[src/rtl/mem_wb_stage.sv]
// MEM stage controller and MEM/WB pipeline buffer.
// Resolves the branch, runs the data-memory access over a req/ack bus with a
// bounded wait, and registers results toward write-back with a one-cycle valid.
module mem_wb_stage #(
  parameter int DATA_W  = 32,
  parameter int TIMEOUT = 15
) (
  input  logic              clk,
  input  logic              rst_n,
  input  logic              in_valid,
  input  logic [2:0]        in_M,
  input  logic [1:0]        in_WB,
  input  logic [DATA_W-1:0] in_add,
  input  logic              in_flag,
  input  logic [DATA_W-1:0] in_res,
  input  logic [DATA_W-1:0] in_dat2,
  input  logic [4:0]        in_mux,
  output logic              stall,
  output logic              pcsrc,
  output logic [DATA_W-1:0] br_target,
  output logic              mem_req,
  output logic              mem_we,
  output logic [DATA_W-1:0] mem_addr,
  output logic [DATA_W-1:0] mem_wdata,
  input  logic [DATA_W-1:0] mem_rdata,
  input  logic              mem_ack,
  output logic              ou_valid,
  output logic [1:0]        ou_WB,
  output logic [DATA_W-1:0] ou_rdata,
  output logic [DATA_W-1:0] ou_res,
  output logic [4:0]        ou_mux,
  output logic              mem_err
);

  localparam int CNT_W = $clog2(TIMEOUT + 1);

  typedef enum logic {IDLE = 1'b0, ACCESS = 1'b1} state_t;

  state_t           state, state_nxt;
  logic [CNT_W-1:0] cnt;
  logic [1:0]       hold_wb;
  logic [4:0]       hold_mux;
  logic             accept, mem_op, aligned, timed_out;

  assign accept    = (state == IDLE) && in_valid;
  assign mem_op    = in_M[1] | in_M[0];
  assign aligned   = (in_res[1:0] == 2'b00);
  // The last wait cycle gives up only if the ack has not arrived on it.
  assign timed_out = (state == ACCESS) && !mem_ack && (cnt == CNT_W'(TIMEOUT));

  // State register.
  always_ff @(posedge clk or negedge rst_n) begin
    if (!rst_n) state <= IDLE;
    else        state <= state_nxt;
  end

  // Next state: only an aligned memory op leaves IDLE; ack or timeout returns.
  always_comb begin
    state_nxt = state;
    case (state)
      IDLE:    if (accept && mem_op && aligned) state_nxt = ACCESS;
      ACCESS:  if (mem_ack || timed_out)        state_nxt = IDLE;
      default: state_nxt = IDLE;
    endcase
  end

  // Stall output: hold upstream for the whole access, including the accept cycle.
  always_comb begin
    stall = 1'b0;
    if (state == ACCESS)                          stall = 1'b1;
    else if (in_valid && mem_op && aligned)       stall = 1'b1;
  end

  // Branch pulse, bus drive, wait counter and MEM/WB buffer registers.
  always_ff @(posedge clk or negedge rst_n) begin
    if (!rst_n) begin
      pcsrc     <= 1'b0;
      br_target <= '0;
      mem_req   <= 1'b0;
      mem_we    <= 1'b0;
      mem_addr  <= '0;
      mem_wdata <= '0;
      ou_valid  <= 1'b0;
      ou_WB     <= '0;
      ou_rdata  <= '0;
      ou_res    <= '0;
      ou_mux    <= '0;
      mem_err   <= 1'b0;
      cnt       <= '0;
      hold_wb   <= '0;
      hold_mux  <= '0;
    end else begin
      pcsrc    <= 1'b0;
      ou_valid <= 1'b0;
      if (accept) begin
        if (in_M[2] && in_flag) begin
          pcsrc     <= 1'b1;
          br_target <= in_add;
        end
        if (!mem_op) begin
          ou_valid <= 1'b1;
          ou_WB    <= in_WB;
          ou_res   <= in_res;
          ou_mux   <= in_mux;
        end else if (!aligned) begin
          // Misaligned: never reaches the bus, result must not be written back.
          mem_err  <= 1'b1;
          ou_valid <= 1'b1;
          ou_WB    <= {1'b0, in_WB[0]};
          ou_res   <= in_res;
          ou_mux   <= in_mux;
        end else begin
          // mem_we follows MemWrite alone, so a write wins over a read.
          mem_req   <= 1'b1;
          mem_we    <= in_M[0];
          mem_addr  <= in_res;
          mem_wdata <= in_dat2;
          hold_wb   <= in_WB;
          hold_mux  <= in_mux;
          cnt       <= CNT_W'(1);
        end
      end else if (state == ACCESS) begin
        if (mem_ack) begin
          mem_req  <= 1'b0;
          ou_valid <= 1'b1;
          ou_WB    <= hold_wb;
          ou_res   <= mem_addr;
          ou_mux   <= hold_mux;
          if (!mem_we) ou_rdata <= mem_rdata;
          cnt      <= '0;
        end else if (timed_out) begin
          mem_req  <= 1'b0;
          mem_err  <= 1'b1;
          ou_valid <= 1'b1;
          ou_WB    <= {1'b0, hold_wb[0]};
          ou_res   <= mem_addr;
          ou_mux   <= hold_mux;
          cnt      <= '0;
        end else begin
          cnt <= cnt + CNT_W'(1);
        end
      end
    end
  end

endmodule

[config.mk]
export PLATFORM = sky130hd
export DESIGN_NAME = mem_wb_stage
export DESIGN_NICKNAME = d
export VERILOG_FILES = /design/src/rtl/mem_wb_stage.sv
export SDC_FILE = /design/constraint.sdc
export NUM_CORES = 1
export LEC_CHECK = 0
export CAP_MARGIN = 30
export CELL_PAD_IN_SITES_DETAIL_PLACEMENT = 1
export CELL_PAD_IN_SITES_GLOBAL_PLACEMENT = 2
export CORE_MARGIN = 10
export CORE_UTILIZATION = 25
export CTS_BUF_LIST = sky130_fd_sc_hd__clkbuf_16
export CTS_CLUSTER_DIAMETER = 40
export DETAILED_ROUTE_END_ITERATION = 7
export PLACE_DENSITY = 0.77
export SLEW_MARGIN = 0
export SYNTH_ARGS = -nofsm -noshare
export SYNTH_HDL_FRONTEND = slang
export SYNTH_SLANG_ARGS = --single-unit
[constraint.sdc]
create_clock -name clk -period 1.8 [get_ports clk]
set_input_delay 0.36 -clock clk [delete_from_list [all_inputs] [get_ports clk]]
set_output_delay 0.36 -clock clk [all_outputs]
set_load 0.02 [all_outputs]
==> metrics.md, run 1 <==
| Metric | Value |
|---|---|
| Worst slack at placement | `-0.6101 ns` |
| Leakage power | `a little under 6 nW` |
| Net Count, Synth | `648` |
| Hold Fails Final Rpt | `0` |
| Largest fanout on the critical path | `2` |
| Fin. max-slew vios | `0` |
| Initial Utilization | `0.2553` |
| WHS | `approximately 0.40 ns` |
| I/O Buffers | `~320` |
| R2R Path End | `ou_WB[1]` |
| Reg2reg start | `cnt[1]` |
| Rows | `62` |
| Worst hold start | `in_M[0]` |
| CTS H-tree depth | `4` |
| Max Freq | `0.5565 GHz` |
| Drt drc | `0` |
| Flop2flop setup slack | `~0.13 ns` |
| Sequential element share of the synthesized area | `0.6232` |
| Final WL | `approximately 25000 um` |
| CTS Root Cell | `clkbuf_16` |
| CTS Sinks | `184` |
| Vias in the first global route | `a little under 6000` |
| Arr. time, crit path | `1.44 ns` |
| Die footprint | `around 37000 um^2` |
| Reg area | `4604 um^2` |
| Ant diodes | `0` |
| Synth Flop Type | `dfrtp_1` |
| Die height | `between 150 and 200 um` |
| Area grow syn2layout | `61.20%` |
| Period utilization | `0.9983` |
| Commonest cells after routing, fill and taps aside | `184 x dfrtp_1, 159 x clkdlybuf4s50_1, 100 x dlygate4sd2_1` |
| Post-layout util | `0.4116` |
| TritonRoute pass-1 iters | `4` |
| Max-cap viol count | `0` |
| Fill count | `3075` |
| Hold Path Sink | `mem_we` |
| Netlist cell types | `35` |
| Number of flops mapped to enable cells by yosys | `0` |
| GPL Wtd Cong | `between 0.7 and 0.8` |
| Routed wl met3 | `1315 um` |
| Area of the multi-input gates | `2494 um^2` |
| CP peak stage delay | `0.43 ns` |
| Min-Delay Path Class | `in2reg` |
| Synth Instances | `about 500` |
| Final setup margin | `approximately 0.0031 ns` |
| Vias per cell | `roughly 4.3` |
| Seq cells post-synth | `around 180` |
| Highest metal used | `met4` |
| Setup CP Type | `in2out` |
| Longest Clk Path Bufs | `2` |
| Peak VDD IR | `455.9 uV` |
| Tmin final | `1.797 ns` |
| Clock-pin transition on the worst setup and hold timing paths | `~0.070 ns` |
| Worst hold stages | `2` |
| Yosys warns | `0` |
| Crit. End Element | `primary output` |
| Layout cells sized above 1 | `0.2724` |
| Core ar. | `~29000 um^2` |
| Most common cell after layout, fill and taps aside | `dfrtp_1` |
| Final setup fails | `0` |
| Global route overflow | `0` |
| Chip width | `around 190 um` |
| Syn Area/Cell | `between 10 and 15 um^2` |
| RSZ-0062 raised after global routing | `true` |
| Crit-path cells | `clkdlybuf4s50_1 -> or2_4 -> a31oi_4 -> inv_1 -> buf_2` |
| Initial antenna violation count | `1` |
| Post-Synthesis Cell Area | `around 7400 um^2` |
| WL met2 | `around 13000 um` |
| Worst Skew | `between 0.015 and 0.02 ns` |
| Relative slew slack | `0.7153` |
| Total CTS buffers | `17` |
| Drt first-iter violations | `roughly 170` |
| Avg WL per Cell | `just over 20 um` |
| Post-Route M1 WL | `around 10000 um` |
| CP Launch Type | `primary input` |
| Global-route wire length before repair | `37290 um` |
| Worst skew pair latency | `between 0.4 and 0.5 ns` |
| Post-synth ARST share | `1.000` |
| Post-DRT Antenna Nets | `0` |
| CP required | `roughly 1.4 ns` |
| P per Cell Area | `around 1200 nW/um^2` |
| Nets | `about 1000` |
| Post-DP HPWL | `roughly 19000 um` |
| Pin slew with the least headroom to its limit | `roughly 0.42 ns` |
| Pin count of the biggest net entering global routing | `46` |
| Cells on worst reg2reg path | `6` |
| TritonCTS clock tree | `done` |
| DR vias | `approximately 5400` |
| Slowest cell on the critical path | `clkdlybuf4s50_1` |
| Status | `finished, final reports clean` |
| Boundary Pins | `316` |
| Tot Pwr | `0.01386 W` |
| Overall Global Routing Usage | `0.1328` |
per-stage QoR:
stage               instance area, um^2  setup TNS, ns  instances
floorplan                          7388              0        504
global placement                  11290         -46.43       1219
detailed placement                11290         -49.23       1219
CTS                               11770              0       1254
global route                      11910       -0.06018       1254
finish                            11910              0       1254
Yosys cell counts, types with 3 or more instances:
cell     instances  area share
buf_4            3      0.0030
dfrtp_1        184        0.62
mux2_2          89        0.14
buf_2           12      0.0081
mux2_4          40       0.081
buf_6            9       0.014
inv_1           41       0.021
a21oi_1         20       0.014
o22ai_1         38       0.032
a21oi_2         20       0.024
mux2_1           6      0.0091
o21ai_0          6      0.0041
nand2_1          8      0.0041
power by group:
group | total (W) | switching (W) | internal (W)
logic | 0.00464 | 0.00236 | 0.00227
clock network | 0.00366 | 0.00183 | 0.00183
registers | 0.00556 | 0.000497 | 0.00506
total | 0.0139 | 0.00469 | 0.00917
routing by layer:
layer | global-route usage | vias up
met4 | 0.03666 | 0
met2 | 0.2327 | 146
met1 | 0.1580 | 2757
li1 | - | 2468
met5 | 0 | -
met3 | 0.03264 | 19
critical path: cells and delay by family:
family	cells	cell delay (ns)
simple gates	1	0.25
buf+inv	3	0.65
compound gates	1	0.18
kinds of logic (layout without fill, tap and decap cells):
group | after synthesis | after routing | share of synthesized area
muxes | 135 | 135 | 0.2261
AOI/OAI and AO/OA | 91 | 91 | 0.08095
and+or+nand+nor | 25 | 25 | 0.02016
buffers and inverters | 67 | 433 | 0.04674
xor gates and xnor gates | 1 | 1 | 0.001186
adders and majority gates | 1 | 1 | 0.001693
DFF | 184 | 184 | 0.6232
timing repair:
| action | CTS | global route |
|---|---|---|
| gates cloned | 0 | 0 |
| setup buffers | 2 | 0 |
| gates resized for setup | 108 | 56 |
| pin swaps | 1 | 1 |
| endpoints found under the setup margin | 108 | 58 |
| hold endpoints to repair | 37 | 0 |
| hold buffers | 1 | 0 |
area by class of cell:
type	instances	area share
Clock buffer	17	0.03572
Tap cell	384	0.04034
Multi-Input combinational cell	253	0.2094
Sequential cell	184	0.3866
Clock inverter	15	0.01156
Timing Repair Buffer	360	0.3035
Inverter	41	0.01292
registers in the layout (all words and copies together) (netlist names):
| register | flops |
|---|---|
| br_target | 32 |
| cnt | 4 |
| hold_mux | 5 |
| hold_wb | 2 |
| mem_addr | 32 |
| mem_err | 1 |
| mem_req | 1 |
| mem_wdata | 32 |
| mem_we | 1 |
| ou_WB | 2 |
| ou_mux | 5 |
| ou_rdata | 32 |
| ou_res | 32 |
| ou_valid | 1 |
| pcsrc | 1 |
| state | 1 |
how the worst max path moves through the flow:
stage	startpoint	endpoint	slack [ns]
6_report	in_M[1]	stall	0.003
5_1_grt	in_M[1]	stall	-0.04
4_1_cts	mem_addr[5]	mem_addr[5]	0.00009
3_5_place_dp	in_M[0]	stall	-0.61
3_3_place_gp	in_M[0]	stall	-0.60
2_1_floorplan	cnt[0]	ou_WB[1]	0.13
Note: power is estimated with default switching activity, not from simulation.
==> run 2, diff against run 1 <==
--- a/config.mk
+++ b/config.mk
@@ -5,10 +5,11 @@
 export SDC_FILE = /design/constraint.sdc
 export NUM_CORES = 1
 export LEC_CHECK = 0
+export ABC_AREA = 0
 export CAP_MARGIN = 30
 export CELL_PAD_IN_SITES_DETAIL_PLACEMENT = 1
 export CELL_PAD_IN_SITES_GLOBAL_PLACEMENT = 2
-export CORE_MARGIN = 10
+export CORE_MARGIN = 2
 export CORE_UTILIZATION = 25
 export CTS_BUF_LIST = sky130_fd_sc_hd__clkbuf_16
 export CTS_CLUSTER_DIAMETER = 40
==> constraint.sdc (replaced) <==
create_clock -name clk -period 1.8 [get_ports clk]
set_input_delay 0.45 -clock clk [delete_from_list [all_inputs] [get_ports clk]]
set_output_delay 0.45 -clock clk [all_outputs]
set_load 0.02 [all_outputs]
==> metrics.md, run 2 (synthesized netlist as in run 1, its figures left out) <==
| Metric | Value |
|---|---|
| CP required | `between 2 and 2.5 ns` |
| WHS | `0.4200 ns` |
| Final Instance Area | `between 10000 and 15000 um^2` |
| TritonRoute pass-1 iters | `4` |
| GPL Wtd Cong | `around 0.71` |
| Tot Pwr | `~0.014 W` |
| Reg area | `4604 um^2` |
| Initial Utilization | `0.2553` |
| Area of the multi-input gates | `approximately 2500 um^2` |
| RSZ-0062 raised after global routing | `false` |
| Arr. time, crit path | `roughly 2 ns` |
| Vias per cell | `~4.3` |
| Rows | `62` |
| Global route overflow | `0` |
| Clock-pin transition on the worst setup and hold timing paths | `~0.070 ns` |
| Pin slew with the least headroom to its limit | `between 0.4 and 0.5 ns` |
| Total CTS buffers | `17` |
| Chip width | `between 150 and 200 um` |
| Final setup margin | `0.1079 ns` |
| Initial antenna violation count | `1` |
| Overall Global Routing Usage | `0.1502` |
| Global-route wire length before repair | `roughly 35000 um` |
| Period utilization | `0.9400` |
| Worst skew pair latency | `between 0.4 and 0.5 ns` |
| Peak VDD IR | `452.5 uV` |
| Relative slew slack | `0.7244` |
| Crit. End Element | `flip-flop` |
| CTS Root Cell | `clkbuf_16` |
| Core ar. | `~29000 um^2` |
| Commonest cells after routing, fill and taps aside | `184 x dfrtp_1, 172 x dlygate4sd2_1, 136 x clkdlybuf4s50_1` |
| Die footprint | `around 31000 um^2` |
| Die height | `about 180 um` |
| Final setup fails | `0` |
| Area grow syn2layout | `59.90%` |
| Worst slack at placement | `-0.7756 ns` |
| Final WL | `23010 um` |
| DR vias | `around 5300` |
| Leakage power | `roughly 5.6 nW` |
| Max-cap viol count | `0` |
| Post-layout util | `0.4083` |
| Status | `finished, final reports clean` |
| Worst path bufs/invs | `1` |
| Nets | `roughly 1000` |
| Boundary Pins | `about 320` |
| Most common cell after layout, fill and taps aside | `dfrtp_1` |
| Drt drc | `0` |
| Largest fanout on the critical path | `4` |
| CTS H-tree depth | `4` |
| Post-DP HPWL | `about 17000 um` |
| I/O Buffers | `approximately 320` |
| Pin count of the biggest net entering global routing | `44` |
| Worst Skew | `0.01069 ns` |
| CP top delay family | `flip-flops` |
| Avg WL per Cell | `around 18 um` |
| TritonCTS clock tree | `done` |
| Crit-path cells | `ha_1 -> and3_1 -> o21ai_4 -> and2_4 -> inv_1 -> mux2_1` |
| P per Cell Area | `~1200 nW/um^2` |
| CP peak stage delay | `0.42 ns` |
| Setup CP Type | `reg2reg` |
| Fill count | `between 3000 and 4000` |
| Tmin final | `between 1.5 and 2 ns` |
| Fin. max-slew vios | `0` |
| Slowest cell on the critical path | `dfrtp_1` |
| Max Freq | `0.5910 GHz` |
| CTS Sinks | `between 150 and 200` |
| Post-Place Cell Area | `about 11000 um^2` |
| Min-Delay Path Class | `in2reg` |
| Layout cells sized above 1 | `0.2699` |
| Post-DRT Antenna Nets | `0` |
| Vias in the first global route | `about 5800` |
| Hold Fails Final Rpt | `0` |
| Drt first-iter violations | `roughly 200` |
| Longest Clk Path Bufs | `2` |
| CP Launch Type | `flip-flop` |
run 2: area by class of cell:
| cell class | count | share of cell area |
|---|---|---|
| antenna | 1 | 0.0002118 |
| clock buffer | 17 | 0.03601 |
| clock inverter | 15 | 0.01938 |
| inverter | 41 | 0.01303 |
| multi-input combinational | 253 | 0.2104 |
| sequential | 184 | 0.3897 |
| tap | 384 | 0.04067 |
| timing repair buffer | 357 | 0.2905 |
run 2: report_power, final:
group	total (W)	switching, W	internal [W]
registers	0.00554	0.000474	0.00506
clock network	0.00422	0.00182	0.00239
logic	0.00437	0.00232	0.00205
total	0.0141	0.00461	0.00951
run 2: per-stage QoR:
| step | setup TNS (ns) | std cells |
|---|---|---|
| floorplan | 0 | 504 |
| global placement | -61.12 | 1213 |
| detailed placement | -62.62 | 1213 |
| CTS | -0.1488 | 1250 |
| global route | 0 | 1252 |
| finish | 0 | 1252 |
run 2: worst reg2reg max path: cells and delay by family, from the launching register on:
| family | cells | cell delay [ns] |
|---|---|---|
| and+or+nand+nor | 2 | 0.40 |
| adders and majority gates | 1 | 0.20 |
| buffers and inverters | 1 | 0.08 |
| DFF | 1 | 0.42 |
| muxes | 1 | 0.31 |
| AOI/OAI and AO/OA | 1 | 0.16 |
run 2: worst paths after layout:
path | start | to | slack (ns) | cells past startpoint
min | in_M[0] | mem_we | 0.42 | 3
max in group asynchronous | rst_n | ou_res[19] | 0.68 | 3
min reg2reg | mem_err | mem_err | 0.48 | 1
max reg2reg | cnt[1] | ou_WB[1] | 0.11 | 6
min in group asynchronous | rst_n | ou_res[23] | 0.50 | 2
max | cnt[1] | ou_WB[1] | 0.11 | 6
run 2: repair_timing:
action	4_1_cts	5_1_grt
pin swaps	3	3
setup endpoints to repair	211	81
gates resized for setup	182	8
hold endpoints to repair	37	0
buffers inserted	3	1
hold buffers	1	0
cloned	1	0
run 2: routing by layer:
metal / GRT usage / share of wire / vias to the layer above
li1: - / - / 2466
met1: 0.1798 / 0.41 / 2718
met2: 0.2577 / 0.52 / 139
met3: 0.04329 / 0.052 / 21
met4: 0.05269 / 0.020 / 0
met5: 0 / 0 / -
